## src/rtl/alu_check_sequencer.sv

```systemverilog
// rtl/alu_check_sequencer.sv - self-test sequencer driving a 4-bit ALU and checking f against a golden model
// Optional sticky first-fail capture is built when ALU_CHK_STICKY_EN is defined.
module alu_check_sequencer #(
    parameter int W      = 4,
    parameter int SETTLE = 1,
    parameter int CNT_W  = 16
) (
    input  logic             clk,
    input  logic             rst,
    input  logic             req_valid,
    output logic             req_ready,
    input  logic [W-1:0]     req_a,
    input  logic [W-1:0]     req_b,
    input  logic [1:0]       req_s,
    output logic [W-1:0]     alu_a,
    output logic [W-1:0]     alu_b,
    output logic [1:0]       alu_s,
    input  logic [W-1:0]     alu_f,
    output logic             rsp_valid,
    input  logic             rsp_ready,
    output logic             rsp_pass,
    output logic [W-1:0]     rsp_exp,
    output logic [W-1:0]     rsp_got,
    output logic [CNT_W-1:0] pass_cnt,
    output logic [CNT_W-1:0] fail_cnt
`ifdef ALU_CHK_STICKY_EN
    ,
    output logic             first_fail_vld,
    output logic [2*W+1:0]   first_fail_op
`endif
);

    typedef enum logic [1:0] {
        IDLE   = 2'd0,
        DRIVE  = 2'd1,
        SAMPLE = 2'd2,
        RESP   = 2'd3
    } state_t;

    state_t      state;
    state_t      state_next;
    logic [3:0]  settle_cnt;
    logic [W-1:0] golden;
    logic        accept;
    logic        match;

    always_comb begin
        golden = '0;
        case (req_s)
            2'b00:   golden = req_a + req_b;
            2'b01:   golden = req_a - req_b;
            2'b10:   golden = req_a << req_b[1:0];
            default: golden = req_a & req_b;
        endcase
    end

    assign accept = req_valid && req_ready;
    assign match  = (alu_f == rsp_exp);

    always_ff @(posedge clk) begin
        if (rst) begin
            state <= IDLE;
        end else begin
            state <= state_next;
        end
    end

    always_comb begin
        state_next = state;
        req_ready  = 1'b0;
        rsp_valid  = 1'b0;
        case (state)
            IDLE: begin
                req_ready = 1'b1;
                if (req_valid) state_next = DRIVE;
            end
            DRIVE: begin
                if (settle_cnt <= 4'd1) state_next = SAMPLE;
            end
            SAMPLE: begin
                state_next = RESP;
            end
            RESP: begin
                rsp_valid = 1'b1;
                if (rsp_ready) state_next = IDLE;
            end
            default: state_next = IDLE;
        endcase
    end

    always_ff @(posedge clk) begin
        if (rst) begin
            alu_a      <= '0;
            alu_b      <= '0;
            alu_s      <= '0;
            settle_cnt <= '0;
            rsp_exp    <= '0;
            rsp_got    <= '0;
            rsp_pass   <= 1'b0;
            pass_cnt   <= '0;
            fail_cnt   <= '0;
        end else begin
            case (state)
                IDLE: begin
                    if (accept) begin
                        alu_a      <= req_a;
                        alu_b      <= req_b;
                        alu_s      <= req_s;
                        settle_cnt <= 4'(SETTLE);
                        rsp_exp    <= golden;
                    end
                end
                DRIVE: begin
                    settle_cnt <= settle_cnt - 4'd1;
                end
                SAMPLE: begin
                    rsp_got  <= alu_f;
                    rsp_pass <= match;
                    // Counters hold at all-ones rather than wrapping.
                    if (match) begin
                        if (pass_cnt != {CNT_W{1'b1}}) pass_cnt <= pass_cnt + 1'b1;
                    end else begin
                        if (fail_cnt != {CNT_W{1'b1}}) fail_cnt <= fail_cnt + 1'b1;
                    end
                end
                default: ;
            endcase
        end
    end

`ifdef ALU_CHK_STICKY_EN
    always_ff @(posedge clk) begin
        if (rst) begin
            first_fail_vld <= 1'b0;
            first_fail_op  <= '0;
        end else if (state == SAMPLE && !match && !first_fail_vld) begin
            first_fail_vld <= 1'b1;
            first_fail_op  <= {alu_s, alu_a, alu_b};
        end
    end
`endif

endmodule
```

## config.mk

```make
export PLATFORM = sky130hd
export DESIGN_NAME = alu_check_sequencer
export DESIGN_NICKNAME = d
export VERILOG_FILES = /design/src/rtl/alu_check_sequencer.sv
export SDC_FILE = /design/constraint.sdc
export NUM_CORES = 1
export LEC_CHECK = 0
export ABC_CLOCK_PERIOD_IN_PS = 2900
export BUFFER_PORTS_ARGS = -buffer_cell sky130_fd_sc_hd__buf_2
export CAP_MARGIN = 15
export CORE_ASPECT_RATIO = 1.4
export CORE_UTILIZATION = 45
export CTS_BUF_LIST = sky130_fd_sc_hd__clkbuf_4 sky130_fd_sc_hd__clkbuf_8
export DETAILED_ROUTE_END_ITERATION = 16
export PLACE_DENSITY = 0.69
export REMOVE_ABC_BUFFERS = 1
export SLEW_MARGIN = 20
export SYNTH_ARGS = -nofsm -noshare
export SYNTH_HDL_FRONTEND = slang
export SYNTH_SLANG_ARGS = --single-unit
```

## constraint.sdc

```tcl
create_clock -name clk -period 2.9 [get_ports clk]
set_clock_uncertainty 0.1 [all_clocks]
set_input_delay 0.435 -clock clk [delete_from_list [all_inputs] [get_ports clk]]
set_output_delay 0.435 -clock clk [all_outputs]
set_load 0.01 [all_outputs]
```

Word-level counts from Yosys, hierarchy flattened
Index checks and enable logic that the tools add are counted.
- flip-flop bits (word level): 57
- bits of input ports: 18
- output and inout port bits: 53
- add/subtract/negate cells: 5
- magnitude comparators: 1
- eq/ne operators: 12
- shifts and indexed selects: 1
- mux-type cells: 9
- bitwise operators: 2
- reduce and logical (&&, ||, !) cells: 9
- operator list (cell ; count):
    adder 16 x 1 -> 16 bit (second input constant) ; 2
    inequality test 16 bit (second input constant) ; 2
    one-hot mux 4 bit (3 select lines) ; 1
    AND reduction 3 bit ; 3
    inequality test 2 bit (second input constant) ; 4
    one-hot mux 2 bit (4 select lines) ; 1
    one-hot mux 4 bit (2 select lines) ; 1
    == test 2 bit (second input constant) ; 3
    2-to-1 mux 2 bit ; 3
    adder 4 bit ; 1
    AND 4 bit ; 1
    == test 2 x 1 -> 1 bit (second input constant) ; 2
    == test 4 bit ; 1
    <= comparator 4 x 1 -> 1 bit (second input constant) ; 1
    logical NOT 2 bit ; 2
    2-to-1 mux 4 bit ; 1
    AND reduction 2 bit ; 2
    << shifter 4 x 2 -> 4 bit ; 1
    subtractor 4 x 1 -> 4 bit (second input constant) ; 1
    subtractor 4 bit ; 1
    2-to-1 mux 1 bit ; 2
    nonzero test 2 bit ; 1
    logical AND 1 bit ; 1
    inverter 1 bit ; 1

Depth between registers and ports, before layout
- word-level depth: 5
- gate-level depth with buffers: 11
- mapped depth without buffers: 10

Worst setup path before layout
No wires, ideal clock.
- path kind: input to register
- start point: input req_b[0]
- end point: register rsp_exp[3]
- setup time: 0.101 ns
- arrival: 2.098 ns
- required time: 2.699 ns
- slack: 0.601 ns
- stages: 11
- path through: clkbuf_1 inv_1 ha_1 nand2_1 o21ai_0 inv_1 ha_1 a21o_1 a21oi_1 xnor2_1 o41ai_1
- word-level cells in the longest chain between the ends: 2
- elaborated cells between the ends (all ways): 4
- RTL lines (item ; line ; source):
    from (decl) ; 13 ; input logic [W-1:0] req_b,
    subtractor 4 bit, or another cell as far along ; 51 ; 2'b01: golden = req_a - req_b;
    one-hot mux 4 bit (3 select lines) (*) ; 49 ; case (req_s)
    to (signal assigned) ; 110 ; rsp_exp <= golden;
    to (decl) ; 22 ; output logic [W-1:0] rsp_exp,
Mark *: on every way between the ends. The rest lies on a longest branch, timed or not.
A chain may end at the register's enable or synchronous reset.

Worst setup path after layout
- start point: register state[0]
- end point: register fail_cnt[13]
- word-level cells in the longest chain between the ends: 2
- RTL lines (item ; line ; source):
    from (decl) ; 40 ; state_t state;
    from (signal assigned) ; 64 ; state <= state_next;
    == test 2 bit ; 103 ; case (state)
    AND reduction 3 bit (no line) ; -- ;
    to (signal assigned) ; 123 ; if (fail_cnt != {CNT_W{1'b1}}) fail_cnt <= fail_cnt + 1'b1;
    to (decl) ; 25 ; output logic [CNT_W-1:0] fail_cnt
Every way passes these cells.

==> out/qor.yml <==
globalRouteOverflowTotal: 0
r2r_end: "fail_cnt[13]"
worstPathBufferInverterCount: 1
holdCritPathClass: "in2reg"
post-cts-setup-buffer-count: 0
fin_nets: 463
ir_drop_uv: 320
finalCritPeriodShare: 0.812
critPathLaunchType: "flip-flop"
syn_avg_cell_area_sq_um: 8.41
critPathMaxStageDelay_ns: 0.56
dpl_worst_slack_ns: 0.362
syn_inst: 363
whs_endpoint: "rsp_got[0]"
cts_resized: 0
die_h_um: 99.5
root_buffer: "clkbuf_8"
die_area_sq_mm: 0.00712
core_sq_mm: 0.00657
cp.arrival_ns: 2.52
grt_pass1_vias: 2754
n_antenna_cell: 0
yosys.cell_types.count: 49
min_delay_path_depth: 3
fmax_ghz: 0.425
crit_family: "compound AO/OA/AOI/OAI gates"
worstPathRequired_ns: 3.06
via_count: 2937
synth_edf_count: 0
slew_headroom: 0.522
worstPathMaxFanout: 26
rsz0062_at_grt: "no"
portBuffers: 70
synth_seq_cells: 57
synth_warnings: 0
detail_route.wl_per_cell_um: 14.5
ys_seq_area_frac: 0.374
start_util: 0.465
final_antenna_net_count: 0
max_cap_viol_count: 0
drt-total-wl_um: 7380
grtUsageTotal: 0.218
clock-sinks: 57
die_w_um: 71.6
synth_area_sq_mm: 0.00305
viasPerCell: 5.78
outcome: "finished, final reports clean"
tightest_slew_ns: 0.717
finalSetupViolCount: 0
drt-pass1-iter-count: 4
drive_gt1_frac: 0.230
hpwl_um: 5280
placed_area_sq_mm: 0.00344
grt_pass1_wl_um: 12500
end_kind: "flip-flop"
path_cells: "inv_1 -> ha_1 -> o41ai_2 -> a21o_1 -> or4_1 -> a21oi_1"
io_pins: 71
postLayoutCellArea_sq_mm: 0.00362
hold_path.startpoint: "alu_f[0]"
synthArstFlopShare: 0
critPathSlowestCell: "or4_1"
clockBufferDepth: 2
path_clk_slew_ns: 0.06
cts_tree: "built"
holdWs_ns: 0.277
antenna_found_initial: 0
drc: 0
area_growth_pct: 18.4
synth_ff_type: "dfxtp_1"
cts_hold_buf: 0
tns_ns: 0
gp_congestion: 0.885
clkLatencyLatePin_ns: 0.33
report.final.slew_viol_count: 0
min_period_ns: 2.36
critPathKind: "reg2reg"
hold_viol: 0
finalWorstSetupSlack_ns: 0.544
row_count: 35
drtIter0Drc: 99
pwr_density_cell_mw_per_mm2: 631
setup.worst_path.start: "state[0]"
reg2reg_depth: 6
grt_start_max_net_pins: 39
cts_buffers: 9
rrSetupSlack_ns: 0.54
total_leakage_power_nw: 1.50
htree_levels: 3
r2r-start: "state[0]"
==> area by class of cell <==
class / instances / area [sq um]
Tap cell: 74 / 92.6
Fill cell: 636 / 2950
Clock buffer: 12 / 165
Sequential cell: 57 / 1140
Timing Repair Buffer: 73 / 373
Multi-Input combinational cell: 272 / 1770
Clock inverter: 3 / 15.0
Inverter: 17 / 63.8
==> registers in the layout, indices dropped and copies added, names as in the netlist <==
register,cells
rsp_exp,4
rsp_pass,1
rsp_got,4
alu_a,4
alu_s,2
pass_cnt,16
state,2
settle_cnt,4
alu_b,4
fail_cnt,16
==> cell usage after synthesis, types with 2 or more instances <==
cell	n	area share
a22oi_1	2	0.0049
mux2_2	4	0.015
nand2b_1	5	0.010
ha_1	14	0.057
xnor2_1	5	0.014
dfxtp_1	57	0.37
buf_1	3	0.0037
and4_1	5	0.014
a21o_1	2	0.0049
or2_2	2	0.0041
nand3_1	15	0.025
nor2_1	24	0.029
o21ai_0	13	0.021
buf_4	3	0.0074
and3_1	3	0.0061
or3_1	6	0.012
or4_1	15	0.037
a31oi_1	3	0.0061
and2_1	2	0.0041
o21a_1	2	0.0049
clkbuf_1	9	0.011
nor2b_1	3	0.0061
o31ai_1	17	0.042
mux2i_1	9	0.029
a21oi_1	42	0.069
xor2_1	6	0.017
nor4_1	2	0.0041
o41ai_1	2	0.0057
a211oi_1	2	0.0049
nor3_1	4	0.0066
nand4_1	11	0.023
nand2_1	38	0.047
inv_1	17	0.021
==> cell usage in the layout (no fill, tap or decap), types with 3 or more instances in the layout <==
master	count
buf_2	70
dfxtp_1	57
a21oi_1	42
nand2_1	38
nor2_1	24
inv_1	17
o31ai_1	17
nand3_1	15
or4_1	15
ha_1	14
o21ai_0	13
clkbuf_8	12
nand4_1	11
mux2i_1	9
xor2_1	6
or3_1	6
nand2b_1	5
xnor2_1	5
and4_1	5
nor3_1	4
mux2_2	4
nor2b_1	3
and3_1	3
a31oi_1	3
clkinv_2	3
buf_4	3
==> where the power goes <==
group          internal (mW)  total, mW  switching [mW]  leakage (nW)
combinational          0.257      0.667           0.410         0.938
sequential             0.867      0.935          0.0673         0.462
clock                  0.371      0.680           0.309        0.0980
==> routing by layer <==
metal  vias to the layer above  global-route usage  wire length, um
li1                       1464                   -                -
met1                      1378               0.256             3190
met2                        81               0.375             3770
met3                        14              0.0395              270
met4                         0               0.113              155
met5                         -                   0                0
==> worst max path at each step <==
| stage | end | slack [ns] | cells after the start |
|---|---|---|---|
| 3_5_place_dp | pass_cnt[15] | 0.36 | 6 |
| 4_1_cts | fail_cnt[13] | 0.54 | 6 |
| 5_1_grt | fail_cnt[13] | 0.37 | 6 |
| 3_3_place_gp | pass_cnt[9] | 0.42 | 6 |
| 2_1_floorplan | pass_cnt[13] | 0.74 | 5 |
| 6_report | fail_cnt[13] | 0.54 | 6 |
==> logic make-up (layout without fill, tap and decap cells) <==
group | Yosys count | in the layout | share of synthesized area
DFF | 57 | 57 | 0.374
xor gates and xnor gates | 11 | 11 | 0.0315
buffers and inverters | 34 | 105 | 0.0483
muxes | 14 | 14 | 0.0516
AOI/OAI and AO/OA | 92 | 92 | 0.186
and+or+nand+nor | 140 | 140 | 0.245
adders and majority gates | 15 | 15 | 0.0639
==> metrics by stage <==
step	power (mW)	cells	util
5_1_grt	2.43	508	0.550
3_5_place_dp	1.62	493	0.523
2_1_floorplan	1.40	346	-
6_report	2.28	508	0.550
4_1_cts	2.30	508	0.550
3_3_place_gp	1.60	493	0.523
==> tightest hold or removal path, delay by kind of cell <==
| family | cells | cell delay (ns) |
|---|---|---|
| buffers and inverters | 1 | 0.10 |
| AND/OR/NAND/NOR | 1 | 0.07 |
| multiplexers | 1 | 0.06 |
Note: power is estimated with default switching activity, not from simulation.
